**src/rtl/mc_ctrl_pkg.sv**
```systemverilog
// mc_ctrl_pkg: state, opcode and datapath-select encodings for the multi-cycle MIPS-subset controller
package mc_ctrl_pkg;
  typedef enum logic [3:0] {
    IDLE, FETCH, DECODE, EXEC_R, EXEC_I, WB_R, WB_I,
    MEM_ADDR, MEM_READ, MEM_WRITE, WB_MEM, BRANCH, JUMP, ERROR
  } state_e;
  localparam logic [5:0] OP_RTYPE = 6'b000000;
  localparam logic [5:0] OP_ADDIU = 6'b001001;
  localparam logic [5:0] OP_LW    = 6'b100011;
  localparam logic [5:0] OP_SW    = 6'b101011;
  localparam logic [5:0] OP_BEQ   = 6'b000100;
  localparam logic [5:0] OP_J     = 6'b000010;
  localparam logic [1:0] ALU_ADD   = 2'b00;
  localparam logic [1:0] ALU_SUB   = 2'b01;
  localparam logic [1:0] ALU_RTYPE = 2'b10;
  localparam logic [1:0] SRCB_REG     = 2'b00;
  localparam logic [1:0] SRCB_FOUR    = 2'b01;
  localparam logic [1:0] SRCB_IMM     = 2'b10;
  localparam logic [1:0] SRCB_IMM_SH2 = 2'b11;
  localparam logic [1:0] PCS_ALU    = 2'b00;
  localparam logic [1:0] PCS_ALUOUT = 2'b01;
  localparam logic [1:0] PCS_JUMP   = 2'b10;
  // Successor of DECODE; anything undecodable lands in ERROR.
  function automatic state_e decode_next(input logic [5:0] op);
    return (op == OP_RTYPE)                 ? EXEC_R   :
           (op == OP_ADDIU)                 ? EXEC_I   :
           (op == OP_LW || op == OP_SW)     ? MEM_ADDR :
           (op == OP_BEQ)                   ? BRANCH   :
           (op == OP_J)                     ? JUMP     : ERROR;
  endfunction
endpackage

```
**src/rtl/mc_mem_timer.sv**
```systemverilog
// mc_mem_timer: counts stalled memory-request cycles and flags when MEM_TIMEOUT is reached (0 disables)
module mc_mem_timer #(
  parameter int MEM_TIMEOUT = 16
) (
  input  logic clk,
  input  logic rst_n,
  input  logic mem_req_i,
  input  logic mem_ready_i,
  output logic timeout_o
);
  if (MEM_TIMEOUT > 0) begin : g_tmr
    localparam int W = (MEM_TIMEOUT > 1) ? $clog2(MEM_TIMEOUT) : 1;
    logic [W-1:0] cnt_q, cnt_d;
    // The cycle that would make the count reach MEM_TIMEOUT is the timeout cycle, unless ready arrives.
    assign timeout_o = mem_req_i && !mem_ready_i && (cnt_q == W'(MEM_TIMEOUT - 1));
    // Count only stalled request cycles; any idle or completing cycle restarts the count.
    always_comb cnt_d = (mem_req_i && !mem_ready_i) ? cnt_q + 1'b1 : '0;
    // Wait counter register.
    always_ff @(posedge clk or negedge rst_n)
      if (!rst_n) cnt_q <= '0;
      else        cnt_q <= cnt_d;
  end else begin : g_off
    assign timeout_o = 1'b0;
  end
endmodule

```
**src/rtl/multicycle_ctrl.sv**
```systemverilog
// multicycle_ctrl: Moore control FSM for the multi-cycle MIPS-subset datapath; PERF_CNT_EN adds cycle/instruction counters
module multicycle_ctrl
  import mc_ctrl_pkg::*;
#(
  parameter int MEM_TIMEOUT = 16,
  parameter int STATE_W     = 4
) (
  input  logic               clk,
  input  logic               rst_n,
  input  logic [5:0]         opcode,
  input  logic               mem_ready,
  output logic               mem_req,
  output logic               mem_we,
  output logic               i_or_d,
  output logic               ir_write,
  output logic               pc_write,
  output logic               pc_write_cond,
  output logic [1:0]         pc_source,
  output logic               alu_src_a,
  output logic [1:0]         alu_src_b,
  output logic [1:0]         ALU_OP,
  output logic               reg_dst,
  output logic               mem_to_reg,
  output logic               reg_write,
  output logic               illegal_op,
  output logic               mem_timeout,
`ifdef PERF_CNT_EN
  output logic [STATE_W-1:0] state_o,
  output logic [31:0]        cycle_cnt,
  output logic [31:0]        instr_cnt
`else
  output logic [STATE_W-1:0] state_o
`endif
);
  state_e state_q, state_d;
  logic   illegal_q, timeout_q, timeout;
  mc_mem_timer #(.MEM_TIMEOUT(MEM_TIMEOUT)) u_timer (
    .clk(clk), .rst_n(rst_n), .mem_req_i(mem_req), .mem_ready_i(mem_ready), .timeout_o(timeout)
  );
  assign state_o     = STATE_W'(state_q);
  assign illegal_op  = illegal_q;
  assign mem_timeout = timeout_q;
  // Next state and Moore outputs; only FETCH's IR/PC writes follow mem_ready combinationally.
  always_comb begin
    state_d       = state_q;
    mem_req       = 1'b0;
    mem_we        = 1'b0;
    i_or_d        = 1'b0;
    ir_write      = 1'b0;
    pc_write      = 1'b0;
    pc_write_cond = 1'b0;
    pc_source     = PCS_ALU;
    alu_src_a     = 1'b0;
    alu_src_b     = SRCB_REG;
    ALU_OP        = ALU_ADD;
    reg_dst       = 1'b0;
    mem_to_reg    = 1'b0;
    reg_write     = 1'b0;
    case (state_q)
      IDLE:      state_d = FETCH;
      FETCH: begin
        mem_req   = 1'b1;
        alu_src_b = SRCB_FOUR;
        ir_write  = mem_ready;
        pc_write  = mem_ready;
        state_d   = mem_ready ? DECODE : timeout ? ERROR : FETCH;
      end
      DECODE: begin
        alu_src_b = SRCB_IMM_SH2;
        state_d   = decode_next(opcode);
      end
      EXEC_R: begin
        alu_src_a = 1'b1;
        ALU_OP    = ALU_RTYPE;
        state_d   = WB_R;
      end
      WB_R: begin
        reg_write = 1'b1;
        reg_dst   = 1'b1;
        state_d   = FETCH;
      end
      EXEC_I: begin
        alu_src_a = 1'b1;
        alu_src_b = SRCB_IMM;
        state_d   = WB_I;
      end
      WB_I: begin
        reg_write = 1'b1;
        state_d   = FETCH;
      end
      MEM_ADDR: begin
        alu_src_a = 1'b1;
        alu_src_b = SRCB_IMM;
        state_d   = (opcode == OP_LW) ? MEM_READ : MEM_WRITE;
      end
      MEM_READ: begin
        mem_req = 1'b1;
        i_or_d  = 1'b1;
        state_d = mem_ready ? WB_MEM : timeout ? ERROR : MEM_READ;
      end
      WB_MEM: begin
        reg_write  = 1'b1;
        mem_to_reg = 1'b1;
        state_d    = FETCH;
      end
      MEM_WRITE: begin
        mem_req = 1'b1;
        mem_we  = 1'b1;
        i_or_d  = 1'b1;
        state_d = mem_ready ? FETCH : timeout ? ERROR : MEM_WRITE;
      end
      BRANCH: begin
        alu_src_a     = 1'b1;
        ALU_OP        = ALU_SUB;
        pc_write_cond = 1'b1;
        pc_source     = PCS_ALUOUT;
        state_d       = FETCH;
      end
      JUMP: begin
        pc_write  = 1'b1;
        pc_source = PCS_JUMP;
        state_d   = FETCH;
      end
      default:   state_d = ERROR;
    endcase
  end
  // State register plus sticky error flags, all cleared only by reset.
  always_ff @(posedge clk or negedge rst_n)
    if (!rst_n) begin
      state_q   <= IDLE;
      illegal_q <= 1'b0;
      timeout_q <= 1'b0;
    end else begin
      state_q   <= state_d;
      illegal_q <= illegal_q | (state_q == DECODE && state_d == ERROR);
      timeout_q <= timeout_q | timeout;
    end
`ifdef PERF_CNT_EN
  logic [31:0] cycle_cnt_q, instr_cnt_q;
  assign cycle_cnt = cycle_cnt_q;
  assign instr_cnt = instr_cnt_q;
  // An instruction retires whenever FETCH is re-entered from any state other than IDLE or FETCH itself.
  always_ff @(posedge clk or negedge rst_n)
    if (!rst_n) begin
      cycle_cnt_q <= '0;
      instr_cnt_q <= '0;
    end else begin
      cycle_cnt_q <= cycle_cnt_q + ((state_q != IDLE && state_q != ERROR) ? 32'd1 : 32'd0);
      instr_cnt_q <= instr_cnt_q + ((state_d == FETCH && state_q != IDLE && state_q != FETCH) ? 32'd1 : 32'd0);
    end
`endif
endmodule

```
**config.mk**
```make
export PLATFORM = sky130hd
export DESIGN_NAME = multicycle_ctrl
export DESIGN_NICKNAME = d
export VERILOG_FILES = /design/src/rtl/mc_ctrl_pkg.sv /design/src/rtl/mc_mem_timer.sv /design/src/rtl/multicycle_ctrl.sv
export SDC_FILE = /design/constraint.sdc
export NUM_CORES = 1
export LEC_CHECK = 0
export ABC_AREA = 1
export ABC_CLOCK_PERIOD_IN_PS = 2000
export CORE_ASPECT_RATIO = 0.8
export CORE_MARGIN = 5
export CORE_UTILIZATION = 45
export DETAILED_ROUTE_END_ITERATION = 8
export PLACE_DENSITY = 0.83
export SYNTH_ARGS = -nofsm -noshare
export SYNTH_HDL_FRONTEND = slang
export SYNTH_SLANG_ARGS = --single-unit
```
**constraint.sdc**
```tcl
create_clock -name clk -period 2 [get_ports clk]
set_input_delay 0.4 -clock clk [delete_from_list [all_inputs] [get_ports clk]]
set_output_delay 0.4 -clock clk [all_outputs]
set_load 0.005 [all_outputs]
```
* Word-level counts from Yosys, hierarchy flattened
Index checks and enable logic that the tools add are counted.
** Word-level totals
- Input bits :: 9
- Memories kept :: 0
- Output and inout port bits :: 22
- Latch bits :: 0
- Memory bits (read-only) :: 0
- Bits in registers :: 10
- Word-level logic and storage cells :: 66
- RAM bits :: 0
** Cells by class
- Multiply operators :: 0
- Multiplexer cells :: 27
- Add/subtract/negate cells :: 1
- Bitwise operators :: 2
- Shift-type cells :: 0
- Div/mod/pow operators :: 0
- Equal/unequal tests :: 19
- Magnitude comparators :: 0
- Reduce and logical (&&, ||, !) cells :: 13
** Operators by type and width (count)
- 4-bit one-hot mux with 8 select lines :: 1
- 4-bit == test, second input constant :: 7
- 4-bit two-way mux :: 7
- 4-bit by 3-bit == test with 1-bit output, second input constant :: 4
- 6-bit == test, second input constant :: 2
- 3-bit two-way mux :: 4
- 1-bit two-way mux :: 11
- 4-bit by 2-bit == test with 1-bit output, second input constant :: 2
- 2-bit one-hot mux with 2 select lines :: 2
- 6-bit by 2-bit == test with 1-bit output, second input constant :: 1
- 6-bit by 3-bit == test with 1-bit output, second input constant :: 1
- 6-bit by 4-bit == test with 1-bit output, second input constant :: 1
- 6-bit logical NOT :: 1
- 2-bit one-hot mux with 3 select lines :: 1
- 3-bit OR reduction :: 2
- 6-bit OR reduction :: 1
- 4-bit by 1-bit adder with 4-bit output, second input constant :: 1
- 4-bit by 1-bit == test with 1-bit output, second input constant :: 1
- 4-bit logical NOT :: 1
- 2-bit OR reduction :: 2
- 4-bit OR reduction :: 1
- 1-bit logical AND :: 3
- 1-bit bitwise OR :: 2
- 1-bit one-hot mux with 2 select lines :: 1
- 2 further kinds :: 2

* Longest topological paths before layout
Gate-level depths: netlist of the first run.
- Depth in word-level cells :: 11
- Depth in mapped cells :: 11
- Depth with buffers taken out :: 11

* By module
A second synthesis of the first run with hierarchy kept.
** Unflattened totals
- Cells, all modules :: 124
- Area, all modules :: 819.5 sq um
** By module, submodules not included
- multicycle_ctrl :: cells each 102, times used 1, seq. area each 150.1 sq um, area each 633.1 sq um
- mc_mem_timer :: cells each 22, times used 1, seq. area each 100.1 sq um, area each 186.4 sq um

* Worst setup path after synthesis of the first run
Ideal clock, no wire load.
- Kind :: reg2out
- Start point :: register state_q[1], in the netlist state_o[1]
- End point :: output port alu_src_a
- Path slack :: 528 ps
- Data required time :: 1600 ps
- Cell stages (with the launch flop) :: 7
- Buffers on the path :: 0
- Arrival time :: 1072 ps
- Path through :: dfrtp_1 > inv_2 > nand2_2 > inv_2 > nand2_1 > nand2_1 > or3_1
** Between the ends
- Cells in the longest elaborated chain, start to end :: 3
- Elaborated cells on any way between the ends :: 6
- Classes of those cells :: eq/ne: 4; mux: 1; reduce/logical: 1
** RTL lines
- start: declaration :: RTL line multicycle_ctrl.sv:35 : state_e state_q, state_d;
- start signal: assignment :: RTL line multicycle_ctrl.sv:134 : state_q <= state_d;
- 4-bit == test (tied with other cells) :: RTL line multicycle_ctrl.sv:59 : case (state_q)
- 4-bit OR reduction (no source line) *
- 1-bit two-way mux * :: RTL line multicycle_ctrl.sv:59
- end: declaration :: RTL line multicycle_ctrl.sv:19 : output logic alu_src_a,
Every way passes the cells marked *; elsewhere a longest branch is shown, timed or not.

* Worst setup path after layout of the first run
- Start point :: register state_q[2], in the netlist state_o[2]
- End point :: output port pc_write_cond
** Between the ends
- Cells in the longest elaborated chain, start to end :: 2
** RTL lines
- 4-bit == test :: RTL line multicycle_ctrl.sv:59
- 1-bit two-way mux :: RTL line multicycle_ctrl.sv:59
- end: declaration :: RTL line multicycle_ctrl.sv:17 : output logic pc_write_cond,
Every way passes these cells.

==> results of run 1 <==
cells by family (layout without fill, tap and decap cells):
group | Yosys count | count (layout)
and+or+nand+nor | 78 | 78
buffers and inverters | 24 | 73
DFF | 10 | 10
AOI/OAI and AO/OA | 6 | 6
adders and majority gates | 1 | 1
xor gates and xnor gates | 1 | 1
state kept, by name (all words and copies together), names as in the netlist:
register,count
illegal_op,1
mem_timeout,1
state_o,4
u_timer.g_tmr.cnt_q,4
power groups by stage:
stage | registers [mW] | logic, mW | clock network (mW)
finish | 0.202 | 0.0391 | 0.182
global route | 0.202 | 0.0431 | 0.200
CTS | 0.202 | 0.0387 | 0.183
detailed placement | 0.206 | 0.0378 | 0
global placement | 0.206 | 0.0364 | 0
floorplan | 0.206 | 0.0107 | 0
worst max-delay path by stage:
stage	slack, ns	cells after the start	end
after floorplan	0.53	6	alu_src_a
after global placement	-0.09	4	ir_write
after detailed placement	-0.09	4	ir_write
after CTS	-0.12	7	alu_src_b[1]
after global routing	-0.03	4	pc_write_cond
final	0.04	4	pc_write_cond
final cells by class:
type	count	area, um^2	share of cell area
Clock buffer	4	36.28	0.02738
Inverter	22	85.08	0.06421
Multi-Input combinational cell	86	478.0	0.3607
Sequential cell	10	254.0	0.1917
Tap cell	22	27.53	0.02077
Timing Repair Buffer	47	444.2	0.3352
layer usage:
metal,track usage,vias to the layer above,wire length [um]
met5,0,-,0
met4,0.04739,0,29
met3,0.08403,4,206
met2,0.3325,49,1320
met1,0.2299,461,1192
li1,-,480,-
layout by cell type (no fill, tap or decap), types with 7 or more instances in the layout:
cell	Yosys	layout
dlygate4sd2_1	0	7
dfrtp_1	10	7
nand2_1	23	18
clkdlybuf4s50_1	0	17
nand3_1	16	13
inv_1	18	17
nand2_2	3	8
buf_4	2	16
nor2_1	28	22
worst max-delay path, cell delays in order, from the launching register on:
cell and delay [ns]:
dfrtp_1 0.41, inv_2 0.14, nand2_2 0.10, nor2_4 0.12, clkdlybuf4s50_1 0.52
what timing repair did:
item                                    CTS  global route
resized for setup                        15            23
pin swaps                                 2             0
endpoints found under the setup margin   13             9
hold buffers                              0             0
setup buffers                             7             3
==> metrics.csv, run 1 <==
stage;metric;value;unit
floorplan;Initial Util;0.4709;
logic_synthesis;Post-Synth Adder-Cell Area;0.01650;
logic_synthesis;synth cell count leaders;28 x nor2_1, 23 x nand2_1, 18 x inv_1;
logic_synthesis;synth warn;0;
logic_synthesis;register area share after synthesis;0.3300;
clock_network;H-tree levels;1;
routing;wire per inst;14.39;um
floorplan;core footprint;1610;um^2
floorplan;DIE AREA;2611;um^2
logic_synthesis;Synth Cell Area;758.2;um^2
timing;worst-margin pin slew;0.4303;ns
timing;setup TNS;0;ns
logic_synthesis;Post-synth top flop;dfrtp_1;
logic_synthesis;mux share of post-synthesis cell area;0;
place;Port Buf Inserts;30;
grt;initial antenna violation count;0;
grt;maximum number of pins on one net before global-route repair;11;
power;switching pwr;91.39;uW
place;placed inst area;1124;um^2
logic_synthesis;largest family of logic cells by synthesized area;simple AND/OR/NAND/NOR gates;
floorplan;Top Ports;31;
finish;share of cells above drive strength 1;0.2840;
job;max_cap viols;0;
place;GPL Wtd Cong;0.9261;
timing;Hold WS;0.4332;ns
power;Sw Ratio;0.2160;
critical_path;CP endpoint kind;output pin;
logic_synthesis;Post-Synthesis Cells;120;
place;HPWL after DPL;1.800;mm
logic_synthesis;post-synth top area cell;dfrtp_1;
critical_path;CP Launch Point;state_o[2];
floorplan;Die Y;46.72;um
clock_network;clock slew at reported path FFs;0.07;ns
critical_path;worst path arrival time;1.56;ns
finish;fillers;102;
power;Flop pwr share;0.478;
critical_path;Setup Crit Path Kind;flip-flop to output pin;
logic_synthesis;Synth cell types;20;
finish;post-route design area;1325;um^2
logic_synthesis;number of synthesized register bits;10;
grt;vias in the first global route;914;
timing;Max Clock Freq;510.9;MHz
clock_network;clock root cell;clkbuf_4;
timing;Clock Skew;0.006564;ns
power;clock network fraction of total power;0.430;
routing;DRC Markers;0;
place;Post-Place Cells;177;
logic_synthesis;Mapped Nets;130;
floorplan;Core Rows;13;
critical_path;R2R cell count;11;
floorplan;Die Width;55.90;um
power;Tot Pwr;423.1;uW
logic_synthesis;top area cells in the synthesized netlist;dfrtp_1 33%, nor2_1 14%, nand2_1 11%;
critical_path;CP required;1.60;ns
timing;Final Hold Violating Endpoints;0;
routing;initial drt markers;38;
power;Peak VDD IR;0.0004079;V
finish;Layout Nets;180;
logic_synthesis;Post-Syn Area per Cell;6.319;um^2
grt;gr ovfl total;0;
timing;fin worst setup slack;0.04266;ns
logic_synthesis;Yosys top cell area share;0.3300;
routing;post-DR vias/cell;5.204;
timing;minimum clock period;1.957;ns
logic_synthesis;compound-cell area share of the yosys netlist;0.05446;
finish;antenna cells;0;
clock_network;CTS Buf Count;3;
clock_network;Clock Path Buffers;2;
routing;first-pass detailed-route iteration total;4;
power;Pleak;0.7950;nW
timing;Tcrit/Tclk final;0.9787;
clock_network;CTS Sinks;10;
power;internal power;331.7;uW
worst_hold_path;Hold Path Class;input port to async pin;
critical_path;R2R Setup Slk;0.47;ns
routing;Via Count;994;
outcome;status;complete, no violations;
logic_synthesis;xor and xnor fraction of the mapped netlist area;0.01155;
power;P per Cell Area;319.3;nW/um^2
timing;Final Max Tran Viols;0;
clock_network;CTS tree;done;
finish;Area Growth Syn to Fin;74.75;%
critical_path;worst r2r dst;illegal_op;
grt;first-pass GRT wire length;3.905;mm
timing;Rel. slew slack;0.7122;
finish;final core utilization;0.8228;
power;share of total power in combinational logic;0.092;
logic_synthesis;count leader, synth;nor2_1;
routing;Routed WL;2.749;mm
place;Post-Place Setup Slack;-0.09471;ns
timing;final setup fails;0;
critical_path;worst r2r src;state_o[1];
clock_network;later-pin clock latency in the skew report;0.27;ns
finish;fin cells;191;
logic_synthesis;number of synthesized flops with an enable pin;0;
logic_synthesis;Synth async-reset ratio;1.000;
logic_synthesis;Post-Synth Simple-Gate Area;0.4587;
critical_path;Startpoint Class;flip-flop;
grt;gr usage total;0.1934;
critical_path;CP max FO;4;
routing;post-route antenna net violation count;0;
(Power assumes the default switching activity.)
==> inputs of run 2 (changes only) <==
--- a/config.mk
+++ b/config.mk
@@ -12,6 +12,7 @@
 export CORE_UTILIZATION = 45
 export DETAILED_ROUTE_END_ITERATION = 8
 export PLACE_DENSITY = 0.83
+export REMOVE_ABC_BUFFERS = 1
 export SYNTH_ARGS = -nofsm -noshare
 export SYNTH_HDL_FRONTEND = slang
 export SYNTH_SLANG_ARGS = --single-unit
==> metrics.csv, run 2 (synthesized netlist as in run 1, its figures left out) <==
stage;metric;value;unit
outcome;status;finished with violations;
outcome;violated checks;setup timing;
power;internal power;290.7;uW
power;Sw Ratio;0.2441;
place;HPWL after DPL;1.805;mm
routing;Post-Route M1 WL;1.177;mm
clock_network;CTS tree;done;
finish;final core utilization;0.8213;
power;Flop pwr share;0.525;
routing;Max Used Layer;met4;
critical_path;CP max FO;4;
critical_path;Startpoint Class;flip-flop;
floorplan;DIE AREA;2611;um^2
clock_network;CTS Sinks;10;
timing;final setup fails;2;
grt;vias in the first global route;940;
power;clock network fraction of total power;0.372;
routing;first-pass detailed-route iteration total;5;
finish;share of cells above drive strength 1;0.3000;
timing;Clock Skew;0.01175;ns
grt;maximum number of pins on one net before global-route repair;11;
critical_path;R2R cell count;9;
critical_path;CP required;1.60;ns
timing;Max Clock Freq;490.3;MHz
grt;first-pass GRT wire length;4.298;mm
routing;post-DR vias/cell;5.526;
floorplan;Die Y;46.72;um
floorplan;Top Ports;31;
grt;gr usage total;0.2199;
job;max_cap viols;0;
floorplan;Initial Util;0.4709;
clock_network;CTS Buf Count;3;
critical_path;worst r2r src;state_o[3];
routing;met3 routed WL;293;um
timing;Final Max Tran Viols;0;
routing;Routed WL;3.020;mm
place;Port Buf Inserts;30;
finish;Area Growth Syn to Fin;74.42;%
routing;DRC Markers;0;
power;switching pwr;93.90;uW
critical_path;CP endpoint kind;output pin;
power;share of total power in combinational logic;0.102;
routing;Via Count;1061;
timing;Final Hold Violating Endpoints;0;
critical_path;CP Launch Point;state_o[2];
finish;antenna cells;0;
timing;Rel. slew slack;0.6957;
routing;wire per inst;15.73;um
power;P per Cell Area;290.8;nW/um^2
finish;Layout Nets;182;
timing;minimum clock period;2.039;ns
routing;met2 wire length;1.482;mm
clock_network;H-tree levels;1;
grt;gr ovfl total;0;
floorplan;core footprint;1610;um^2
floorplan;Core Rows;13;
finish;commonest non-fill, non-tap cell in the layout;nor2_1;
critical_path;worst path arrival time;1.64;ns
routing;post-route antenna net violation count;0;
clock_network;clock root cell;clkbuf_4;
routing;initial drt markers;67;
finish;most frequent cells in the layout;21 x nor2_1, 20 x nand2_1, 18 x buf_4;
power;Pleak;0.8400;nW
timing;Tcrit/Tclk final;1.020;
power;Peak VDD IR;0.0002966;V
worst_hold_path;Hold Path Class;input port to async pin;
clock_network;later-pin clock latency in the skew report;0.27;ns
grt;initial antenna violation count;0;
timing;worst-margin pin slew;0.4550;ns
floorplan;Die Width;55.90;um
place;GPL Wtd Cong;0.9332;
clock_network;clock slew at reported path FFs;0.07;ns
critical_path;Setup Crit Path Kind;flip-flop to output pin;
clock_network;Clock Path Buffers;2;
timing;fin worst setup slack;-0.03947;ns
finish;post-route design area;1323;um^2
place;placed inst area;1116;um^2
timing;RSZ-0062 raised after global routing;true;
## run 2: cell types whose count changed in the layout (fill, tap and decap cells not counted), moves of 2 or more
cell             delta
clkbuf_2            +2
inv_2               +2
nand2_2             -3
buf_4               +2
nand2_1             +2
clkdlybuf4s50_1     -2
dlymetal6s2s_1      +2
## run 2: layout make-up
class | instances | area (um^2)
Fill cell | 103 | 287.8
Tap cell | 22 | 27.53
Multi-Input combinational cell | 86 | 480.5
Inverter | 22 | 82.58
Clock buffer | 3 | 22.52
Timing Repair Buffer | 49 | 455.4
Sequential cell | 10 | 254.0
## run 2: worst paths after layout
kind	to	slack (ns)
worst max-delay path	pc_write_cond	-0.04
worst min-delay path	u_timer.g_tmr.cnt_q[3]	0.44
worst max register to register	illegal_op	0.39
worst min register to register	mem_timeout	0.47
max in group asynchronous	state_o[1]	1.23
min in group clk	mem_timeout	0.47
## run 2: worst max-delay path: stages, from the launching register on
cell and delay [ns]:
dfrtp_1 0.41, inv_2 0.14, nand2_1 0.13, nor2_4 0.14
clkdlybuf4s50_1 0.55
## run 2: power by group through the flow
stage	registers, mW	clock network (mW)	logic, mW
2_1_floorplan	0.206	0	0.0107
3_3_place_gp	0.206	0	0.0364
3_5_place_dp	0.206	0	0.0375
4_1_cts	0.202	0.140	0.0385
5_1_grt	0.202	0.153	0.0427
6_report	0.202	0.143	0.0393
## run 2: metrics by stage
stage          setup TNS [ns]  hold slack [ns]  power [mW]  setup slack [ns]  cells
6_report             -0.06252           0.4374      0.3846          -0.03947    192
5_1_grt               -0.2025           0.4565      0.3976           -0.1059    192
4_1_cts               -0.1336           0.4464      0.3810          -0.05290    189
3_5_place_dp          -0.1516           0.4534      0.2435           -0.1028    176
3_3_place_gp          -0.1343           0.4499      0.2424          -0.09709    176
2_1_floorplan               0           0.1044      0.2168            0.5277    118
## run 2: timing repair
item,4_1_cts,5_1_grt
pin swaps,5,3
buffers inserted,10,3
hold buffers,0,0
gates resized for setup,18,25
endpoints found under the setup margin,15,10
## run 2: metal layers
metal / vias to the layer above / global-route usage
li1: 484 / -
met1: 486 / 0.2677
met2: 77 / 0.3608
met3: 14 / 0.06162
met4: 0 / 0.1280
met5: - / 0
